File: src/rtl/script_branch_unit.sv
// script_branch_unit: branch/wait resolver for the kitchen script sequencer.
// Takes one branch request, evaluates a selected feedback bit and returns the
// resolved next_pc with a one-cycle pc_valid pulse.
// Optional feature macro: BRANCH_TIMEOUT_EN adds a timeout to waitif.
module script_branch_unit #(
    parameter int unsigned PC_W    = 8,
    parameter int unsigned OFF_W   = 8,
    parameter int unsigned SIG_W   = 8,
    parameter int unsigned STEP    = 2,
    parameter int unsigned TIMEOUT = 1000
) (
    input  logic                                   clk,
    input  logic                                   rst_n,
    input  logic                                   en,
    input  logic [1:0]                             func,
    input  logic [OFF_W-1:0]                       i_num,
    input  logic [((SIG_W > 1) ? $clog2(SIG_W) : 1)-1:0] i_sign,
    input  logic [PC_W-1:0]                        current_pc,
    input  logic [SIG_W-1:0]                       feedback_sig,
    output logic [PC_W-1:0]                        next_pc,
    output logic                                   pc_valid,
    output logic                                   busy,
    output logic                                   timed_out
);

    localparam int unsigned IdxW = (SIG_W > 1) ? $clog2(SIG_W) : 1;

    typedef enum logic [1:0] {StIdle, StEval, StWait, StDone} state_e;

    state_e            state_q, state_d;
    logic [1:0]        func_q, func_d;
    logic [OFF_W-1:0]  num_q, num_d;
    logic [IdxW-1:0]   sign_q, sign_d;
    logic [PC_W-1:0]   pc_q, pc_d;
    logic              taken_q, taken_d;
    logic              tmo_q, tmo_d;
    logic [PC_W-1:0]   next_pc_q, next_pc_d;
    logic              pc_valid_q, pc_valid_d;
    logic              busy_q, busy_d;
    logic              timed_out_q, timed_out_d;
    logic              sig;
    logic              accept;
    logic [PC_W-1:0]   off_ext;
    logic [PC_W-1:0]   target_pc;

`ifdef BRANCH_TIMEOUT_EN
    localparam int unsigned CntW = (TIMEOUT > 1) ? $clog2(TIMEOUT) : 1;
    logic [CntW-1:0]   cnt_q, cnt_d;
`endif

    // Live feedback bit select; an out-of-range index reads as 0.
    always_comb begin
        sig = 1'b0;
        for (int i = 0; i < SIG_W; i++) begin
            if (sign_q == IdxW'(i)) begin
                sig = feedback_sig[i];
            end
        end
    end

    // Jump target, wrapping modulo 2^PC_W; the size cast sign-extends the offset.
    always_comb begin
        off_ext   = PC_W'($signed(num_q));
        target_pc = pc_q + PC_W'(STEP) * off_ext;
    end

    // Next-state and registered-output logic.
    always_comb begin
        state_d     = state_q;
        func_d      = func_q;
        num_d       = num_q;
        sign_d      = sign_q;
        pc_d        = pc_q;
        taken_d     = taken_q;
        tmo_d       = tmo_q;
        next_pc_d   = next_pc_q;
        pc_valid_d  = 1'b0;
        timed_out_d = 1'b0;
        busy_d      = busy_q;
`ifdef BRANCH_TIMEOUT_EN
        cnt_d       = cnt_q;
`endif
        // DONE also accepts, giving one jump every two cycles.
        accept = en && ((state_q == StIdle) || (state_q == StDone));

        case (state_q)
            StEval: begin
                case (func_q)
                    2'b00:   taken_d = sig;
                    2'b01:   taken_d = ~sig;
                    default: taken_d = 1'b1;
                endcase
                tmo_d   = 1'b0;
                state_d = StDone;
            end
            StWait: begin
                if (sig) begin
                    taken_d = 1'b0;
                    tmo_d   = 1'b0;
                    state_d = StDone;
                end
`ifdef BRANCH_TIMEOUT_EN
                else if (cnt_q == CntW'(TIMEOUT - 1)) begin
                    taken_d = 1'b1;
                    tmo_d   = 1'b1;
                    state_d = StDone;
                end else begin
                    cnt_d = cnt_q + 1'b1;
                end
`endif
            end
            StDone: begin
                next_pc_d   = taken_q ? target_pc : pc_q;
                pc_valid_d  = 1'b1;
                timed_out_d = tmo_q;
                busy_d      = 1'b0;
                state_d     = StIdle;
            end
            default: ;
        endcase

        if (accept) begin
            func_d  = func;
            num_d   = i_num;
            sign_d  = i_sign;
            pc_d    = current_pc;
            busy_d  = 1'b1;
            state_d = (func == 2'b11) ? StWait : StEval;
`ifdef BRANCH_TIMEOUT_EN
            cnt_d   = '0;
`endif
        end
    end

    // State and output registers.
    always_ff @(posedge clk or negedge rst_n) begin
        if (!rst_n) begin
            state_q     <= StIdle;
            func_q      <= '0;
            num_q       <= '0;
            sign_q      <= '0;
            pc_q        <= '0;
            taken_q     <= 1'b0;
            tmo_q       <= 1'b0;
            next_pc_q   <= '0;
            pc_valid_q  <= 1'b0;
            busy_q      <= 1'b0;
            timed_out_q <= 1'b0;
        end else begin
            state_q     <= state_d;
            func_q      <= func_d;
            num_q       <= num_d;
            sign_q      <= sign_d;
            pc_q        <= pc_d;
            taken_q     <= taken_d;
            tmo_q       <= tmo_d;
            next_pc_q   <= next_pc_d;
            pc_valid_q  <= pc_valid_d;
            busy_q      <= busy_d;
            timed_out_q <= timed_out_d;
        end
    end

`ifdef BRANCH_TIMEOUT_EN
    // Wait-cycle counter.
    always_ff @(posedge clk or negedge rst_n) begin
        if (!rst_n) begin
            cnt_q <= '0;
        end else begin
            cnt_q <= cnt_d;
        end
    end
`endif

    assign next_pc   = next_pc_q;
    assign pc_valid  = pc_valid_q;
    assign busy      = busy_q;
    assign timed_out = timed_out_q;

endmodule

File: config.mk
export PLATFORM = sky130hd
export DESIGN_NAME = script_branch_unit
export DESIGN_NICKNAME = d
export VERILOG_FILES = /design/src/rtl/script_branch_unit.sv
export SDC_FILE = /design/constraint.sdc
export NUM_CORES = 1
export LEC_CHECK = 0
export BUFFER_PORTS_ARGS = -buffer_cell sky130_fd_sc_hd__buf_2
export CAP_MARGIN = 20
export CORE_ASPECT_RATIO = 0.7
export CORE_MARGIN = 2
export CORE_UTILIZATION = 50
export DETAILED_ROUTE_END_ITERATION = 8
export PLACE_DENSITY = 0.76
export SLEW_MARGIN = 20
export SYNTH_ARGS = -nofsm -noshare
export SYNTH_HDL_FRONTEND = slang
export SYNTH_SLANG_ARGS = --single-unit
File: constraint.sdc
create_clock -name clk -period 2.75 [get_ports clk]
set_input_delay 0.55 -clock clk [delete_from_list [all_inputs] [get_ports clk]]
set_output_delay 0.55 -clock clk [all_outputs]
set_load 0.005 [all_outputs]
* After elaboration in Yosys (flattened, before gate mapping) *
Cells that the tools add are included.

operators by class
  div/mod/pow operators = 0
  add/subtract/negate cells = 1
  shifts and indexed selects = 0
  reduce and logical (&&, ||, !) cells = 10
  mux-type cells = 21
  magnitude comparators = 0
  bitwise operators = 1
  multiply operators = 0
  equality and inequality tests = 14

operators by type and width
  cell                                            count
  2-to-1 mux 1 bit                                13
  == test 3 bit (second input constant)           4
  adder 8 bit                                     1
  2-to-1 mux 8 bit                                1
  == test 2 bit (second input constant)           3
  == test 3 x 2 -> 1 bit (second input constant)  2
  2-to-1 mux 2 bit                                3
  one-hot mux 1 bit (2 select lines)              3
  one-hot mux 2 bit (3 select lines)              1
  == test 2 x 1 -> 1 bit (second input constant)  2
  zero test 2 bit                                 2
  AND reduction 2 bit                             2
  nonzero test 2 bit                              2
  nonzero test 4 bit                              1
  == test 3 x 1 -> 1 bit (second input constant)  1
  zero test 3 bit                                 1
  != test 3 bit (second input constant)           1
  != test 2 bit (second input constant)           1
  logical AND 1 bit                               1
  logical OR 1 bit                                1
  NOT 1 bit                                       1

storage, ports and cells
  bits of input ports = 32
  bits in latches = 0
  bits in writable memories = 0
  logic and storage cells = 58
  output and inout port bits = 11
  memories kept = 0
  bits in registers = 35
  bits in read-only memories = 0

* Longest topological paths before layout *
Gate-level depths: netlist of run 1.

  word-level depth = 12
  depth in mapped cells = 8
  mapped depth without buffers = 8

* Worst setup path after synthesis of run 1 *
OpenSTA, ideal clock, no wires.

  path kind = reg2reg
  start = reg pc_q[1]
  end = reg next_pc_q[7], in the netlist next_pc[7]
  path slack = 0.859 ns
  period minus slack after synthesis = 1.891 ns
  data arrival time = 1.813 ns
  library setup time = 0.077 ns
  required time = 2.673 ns
  path buffers = 0
  cell stages (with the launch flop) = 9
  cells stage by stage = dfrtp_1 -> ha_1 -> inv_1 -> fa_1 -> nand2b_1 -> a2111oi_0 -> a211oi_1 -> xor2_1 -> a21oi_1

on the way
  cells in the longest elaborated chain, start to end = 2

ends and longest elaborated chain
  item                      RTL line  source
  start: declaration        34        logic [PC_W-1:0] pc_q, pc_d;
  start signal: assignment  154       pc_q <= pc_d;
  adder 8 bit               64        target_pc = pc_q + PC_W'(STEP) * off_ext;
  2-to-1 mux 8 bit          113       next_pc_d = taken_q ? target_pc : pc_q;
  end signal: assignment    157       next_pc_q <= next_pc_d;
  end: declaration          37        logic [PC_W-1:0] next_pc_q, next_pc_d;

Every way passes these cells.
A chain may end at the register's enable or synchronous reset.

* Final worst setup path of run 1 *
  start = reg num_q[0]
  end = reg next_pc_q[7], in the netlist next_pc[7]

on the way
  cells in the longest elaborated chain, start to end = 2

ends and longest elaborated chain
  item                      RTL line  source
  start: declaration        32        logic [OFF_W-1:0] num_q, num_d;
  start signal: assignment  152       num_q <= num_d;
  adder 8 bit               64
  2-to-1 mux 8 bit          113

Every way passes these cells.

==> reports/qor.yml, run 1 <==
cts_max_level: 2
ant_nets: 0
ctsHoldBuffers: 0
grt_pass1_wl_microns: 5630
drv_cap: 0
dr.first_iter.drc_count: 109
drt_wl_total_microns: 3430
firstDrtPassIters: 4
timing.rr.start: "num_q[0]$_DFFE_PN0P_"
postPlaceCellArea_sq_mm: 0.00197
period_needed_ns: 2.24
io_buffers: 40
routed-via-count: 1288
overflow: 0
grt_setup_unrepaired: "no"
synth_top_area_frac: 0.476
vias_per_cell: 5.48
postSynthCellCount: 146
grt_max_degree: 34
timing.rr.end: "next_pc[7]$_DFFE_PN0P_"
drive_gt1_frac: 0.383
initial_core_util: 0.536
fin_util: 0.637
path_class: "reg -> reg"
ir_drop_v: 0.000712
synth_edf_count: 0
fill_cells: 275
timing.fmax_mhz: 446
syn_nets: 188
rr_worst_depth: 8
synth_area_leaders: "dfrtp_1 48%, mux2_2 14%, ha_1 6.5%"
io_pins: 43
die_h_microns: 53.3
design_power_total_mw: 2.73
multi_input_area_sq_um: 851
finalInstanceArea_sq_mm: 0.00206
dp_hpwl_microns: 2570
fin_setup_tns_ns: 0
clk-insertion-delay-late_ns: 0.29
finalHoldViolCount: 0
yosysSeqAreaShare: 0.476
clkSinkCount: 33
dieArea_sq_mm: 0.00396
fp.coreArea_sq_mm: 0.00323
yosysTopAreaCell: "dfrtp_1"
clk_path_buf_depth: 2
async_flop_share: 1.00
nets: 230
wl_per_cell_microns: 14.6
syn_avg_cell_area_sq_um: 11.9
postCtsSetupRepairBufs: 0
netlist_area_sq_mm: 0.00173
antennaDiodeCount: 0
cts_buffers: 5
status: "completed"
gp_congestion: 0.881
hp-class: "in -> async"
crit_path_start_kind: "flop"
yosys.cell_types.count: 36
syn_to_final_growth_pct: 18.8
startpoint: "num_q[0]$_DFFE_PN0P_"
power.density_mw_per_mm2: 1330
worstMarginPinSlew_ns: 0.728
grt_use_total: 0.198
setup_slack_ns: 0.508
antenna_found_initial: 0
cts.clk_slew.worst_paths_ns: 0.06
p_leak_nw: 0.970
grt_pass1_vias: 1262
place_ws_ns: 0.594
ys.flop_type: "dfrtp_1"
ys_ff_latch: 33
cts_resized: 0
chipWidth_microns: 74.4
reg2reg_slack_ns: 0.51
slew_headroom: 0.515
arrival_ns: 2.37
slew_violations: 0
cts_root_buffer: "clkbuf_8"
critPathRequiredTime_ns: 2.88
finalSetupViolCount: 0
fin_crit_sh: 0.815
seq_area_sq_um: 826
end_kind: "flop"
cts_tree: "done"
rows: 17
fin_skew_ns: 0.00590
path_max_fanout: 3
drt_drc_violations_left: 0
synth_warnings: 0
## registers in the layout (all words and copies together), names as in the netlist
signal,flops
next_pc,8
pc_q,8
num_q,7
sign_q,3
func_q,2
state_q,2
busy,1
pc_valid,1
taken_q,1
## worst max path at each step
stage	endpoint	slack, ns	depth (start not counted)
final	next_pc[7]$_DFFE_PN0P_	0.51	8
after detailed placement	next_pc[7]$_DFFE_PN0P_	0.59	8
after CTS	next_pc[7]$_DFFE_PN0P_	0.48	8
after global placement	next_pc[7]$_DFFE_PN0P_	0.70	8
after floorplan	next_pc[7]$_DFFE_PN0P_	0.86	8
after global routing	next_pc[7]$_DFFE_PN0P_	0.36	8
## where the power goes
part / internal [mW] / switching [mW]
Clock: 0.198 / 0.166
Combinational: 0.725 / 0.710
Sequential: 0.745 / 0.185
Total: 1.67 / 1.06
## area by class of cell
type,count,share of cell area
Multi-Input combinational cell,99,0.413
Sequential cell,33,0.401
Timing Repair Buffer,41,0.101
Clock buffer,7,0.0419
Tap cell,47,0.0286
Inverter,8,0.0146
## kinds of logic (layout without fill, tap and decap cells)
kind of cell             Yosys count  count (layout)  synth area share
multiplexers                      29              29             0.209
XOR/XNOR                           1               1           0.00505
buffers and inverters             14              56            0.0332
adder cells (fa/ha/maj)           10              10            0.0765
AND/OR/NAND/NOR                   28              28            0.0822
AO/OA/AOI/OAI                     30              30             0.115
other                              1               1           0.00216
flip-flops                        33              33             0.476
## synth_stat cells (2+ instances only)
cell type and number:
nor2b_1 5, mux4_1 2, nand3b_1 2, mux2i_1 4, a21oi_1 8, a211oi_1 4, nand2_1 5, buf_1 3
o21ai_0 6, mux2_2 22, inv_1 8, ha_1 9, a21oi_2 2, a21o_1 2, nor2_1 9, nor3_1 3
dfrtp_1 33
## placed cells by master (no fill, tap or decap), types with 2 or more instances in the layout
| cell | count |
|---|---|
| inv_1 | 8 |
| nand2_1 | 5 |
| mux2i_1 | 4 |
| clkbuf_8 | 6 |
| mux4_1 | 2 |
| buf_2 | 40 |
| a21oi_2 | 2 |
| a21o_1 | 2 |
| mux2_2 | 22 |
| dfrtp_1 | 33 |
| a21oi_1 | 8 |
| nand3b_1 | 2 |
| ha_1 | 9 |
| nor3_1 | 3 |
| nor2_1 | 9 |
| a211oi_1 | 4 |
| nor2b_1 | 5 |
| o21ai_0 | 6 |
## routing by layer
metal  up-vias  part of all wire  global-route usage  wire length [microns]
met5         -                 0                   0                      0
met3         6             0.071              0.0743                    244
li1        609                 -                   -                      -
met4         0             0.020              0.0625                     68
met1       612              0.42               0.242                   1430
met2        61              0.49               0.324                   1690
## critical path: stages, from the launching register on
cell and delay, ns:
dfrtp_1 0.36, ha_1 0.24, inv_1 0.08, fa_1 0.41, nand2b_1 0.18, a2111oi_0 0.44, a211oi_1 0.11, xor2_1 0.18
a21oi_1 0.09
## per-stage QoR
| step | cells | hold slack (ns) |
|---|---|---|
| 4_1_cts | 235 | 0.338 |
| 3_3_place_gp | 228 | 0.481 |
| 6_report | 235 | 0.318 |
| 5_1_grt | 235 | 0.377 |
| 3_5_place_dp | 228 | 0.493 |
| 2_1_floorplan | 146 | 0.254 |
(Power assumes the default switching activity.)
==> inputs of run 2 (changes only) <==
Settings changed: ABC_AREA set to 1, CORE_UTILIZATION 50 to 48.
Clock period 2.75 ns to 1.86 ns, I/O delays scaled along.
==> reports/qor.yml, run 2 <==
cts_tree: "done"
p_sw_frac: 0.435
syn_avg_cell_area_sq_um: 7.48
overflow: 0
ys_ff_latch: 33
timing.fmax_mhz: 589
multi_input_area_sq_um: 817
vias_per_cell: 4.66
synth_edf_count: 0
timing.rr.start: "pc_q[1]$_DFFE_PN0P_"
cts.clk_slew.worst_paths_ns: 0.07
postCtsSetupRepairBufs: 0
grt_max_degree: 34
syn_nets: 281
postPlaceCellArea_sq_mm: 0.00205
synth.most_common_cell: "nand2_1"
fin_crit_sh: 0.913
routed-via-count: 1561
initial_core_util: 0.505
finalInstanceArea_sq_mm: 0.00215
synth_top_family_by_area: "simple AND/OR/NAND/NOR gates"
clkSinkCount: 33
synth_top_area_frac: 0.462
grt_setup_unrepaired: "no"
layout_commonest_cell: "nand2_1"
synth_xor_xnor_area_share: 0
power.density_mw_per_mm2: 1800
dp_hpwl_microns: 2710
drt_wl_total_microns: 3610
postSynthCellCount: 239
cts_buffers: 5
synth_warnings: 0
startpoint: "pc_q[1]$_DFFE_PN0P_"
async_flop_share: 1.00
crit_path_start_kind: "flop"
layout_common_cells: "96 x nand2_1, 40 x buf_2, 33 x dfrtp_1"
yosysSeqAreaShare: 0.462
nets: 326
ctsHoldBuffers: 0
io_buffers: 40
ys.flop_type: "dfrtp_1"
dieArea_sq_mm: 0.00423
chipWidth_microns: 76.9
fill_cells: 331
seq_area_sq_um: 826
p_leak_nw: 1.24
period_needed_ns: 1.70
synth_common_cells: "96 x nand2_1, 33 x dfrtp_1, 28 x inv_1, 14 x o21ai_0"
grt_pass1_vias: 1423
p_sw_mw: 1.69
grt_pass1_wl_microns: 6120
io_pins: 43
drv_cap: 0
syn_to_final_growth_pct: 20.3
critPathRequiredTime_ns: 2.03
yosysTopAreaCell: "dfrtp_1"
drive_gt1_frac: 0.204
ir_drop_v: 0.000800
die_h_microns: 55.0
synth_fa_ha_area_frac: 0.0742
hp-class: "in -> async"
antenna_found_initial: 0
synth_mux_area_frac: 0
slew_headroom: 0.524
wl_per_cell_microns: 10.8
fp.coreArea_sq_mm: 0.00354
end_kind: "flop"
fin_skew_ns: 0.00953
status: "completed"
synth-compound-area-share: 0.0728
path_class: "reg -> reg"
yosys.cell_types.count: 20
ant_nets: 0
drt_drc_violations_left: 0
netlist_area_sq_mm: 0.00179
antennaDiodeCount: 0
dr.first_iter.drc_count: 77
cts_resized: 0
path_max_fanout: 3
slew_violations: 0
setup_slack_ns: 0.162
pwr-share-comb: 0.503
clkPwrFrac: 0.150
finalSetupViolCount: 0
place_ws_ns: 0.203
synth_area_leaders: "dfrtp_1 46%, nand2_1 20%, ha_1 6.3%"
pwr-share-seq: 0.347
grt_use_total: 0.189
gp_congestion: 0.857
finalHoldViolCount: 0
worstMarginPinSlew_ns: 0.713
fin_setup_tns_ns: 0
clk_path_buf_depth: 2
firstDrtPassIters: 4
arrival_ns: 1.87
rows: 18
cts_max_level: 2
intPower_mw: 2.19
synthSimpleGateAreaFrac: 0.308
cts_root_buffer: "clkbuf_8"
clk-insertion-delay-late_ns: 0.28
## run 2: logic make-up after synthesis
logic type	count (synthesis)
buf+inv	36
simple gates	133
fa+ha+maj	10
flops	33
compound gates	26
other cells	1
## run 2: cell type report
cell class | count | share of cell area
clock inverters | 1 | 0.00233
flip-flops and latches | 33 | 0.384
well taps | 50 | 0.0291
inverters | 30 | 0.0524
multi-input cells | 170 | 0.380
clock buffers | 7 | 0.0448
repair buffers | 44 | 0.107
## run 2: critical path: stages (launching register included)
cell	delay [ns]
dfrtp_1	0.40
ha_1	0.21
inv_1	0.06
fa_1	0.38
inv_1	0.11
nand2_1	0.08
nand4_1	0.07
nand2_1	0.07
nand2_1	0.06
nand2_1	0.05
nand2_1	0.06
nand2_1	0.05
## run 2: power by group through the flow
stage / Combinational, mW / Clock [mW] / Sequential, mW
floorplan: 1.46 / 0 / 1.28
global placement: 1.90 / 0 / 1.34
detailed placement: 1.93 / 0 / 1.35
CTS: 1.96 / 0.592 / 1.34
global route: 2.31 / 0.619 / 1.39
finish: 1.95 / 0.581 / 1.35
## run 2: layer usage
| layer | share of wire | global-route usage |
|---|---|---|
| met5 | 0 | 0 |
| met4 | 0.0069 | 0.0364 |
| met3 | 0.045 | 0.0487 |
| met1 | 0.53 | 0.265 |
| met2 | 0.42 | 0.301 |
## run 2: final timing paths
path                                     endpoint  slack, ns  depth (start not counted)
min in group clk              pc_q[7]$_DFFE_PN0P_       0.29                          3
min                        state_q[0]$_DFFE_PN0P_       0.14                          1
max                        next_pc[7]$_DFFE_PN0P_       0.16                         11
max in group asynchronous     pc_q[3]$_DFFE_PN0P_       1.26                          1
min reg2reg                      busy$_DFFE_PN0P_       0.47                          2
max reg2reg                next_pc[7]$_DFFE_PN0P_       0.16                         11
## run 2: metrics by stage
step           hold WS [ns]  instances  power (mW)  utilization
6_report              0.143        335        3.88        0.608
5_1_grt               0.202        335        4.32        0.608
4_1_cts               0.166        335        3.89        0.608
3_5_place_dp          0.453        327        3.29        0.579
3_3_place_gp          0.451        327        3.23        0.579
2_1_floorplan        0.0764        239        2.74            -
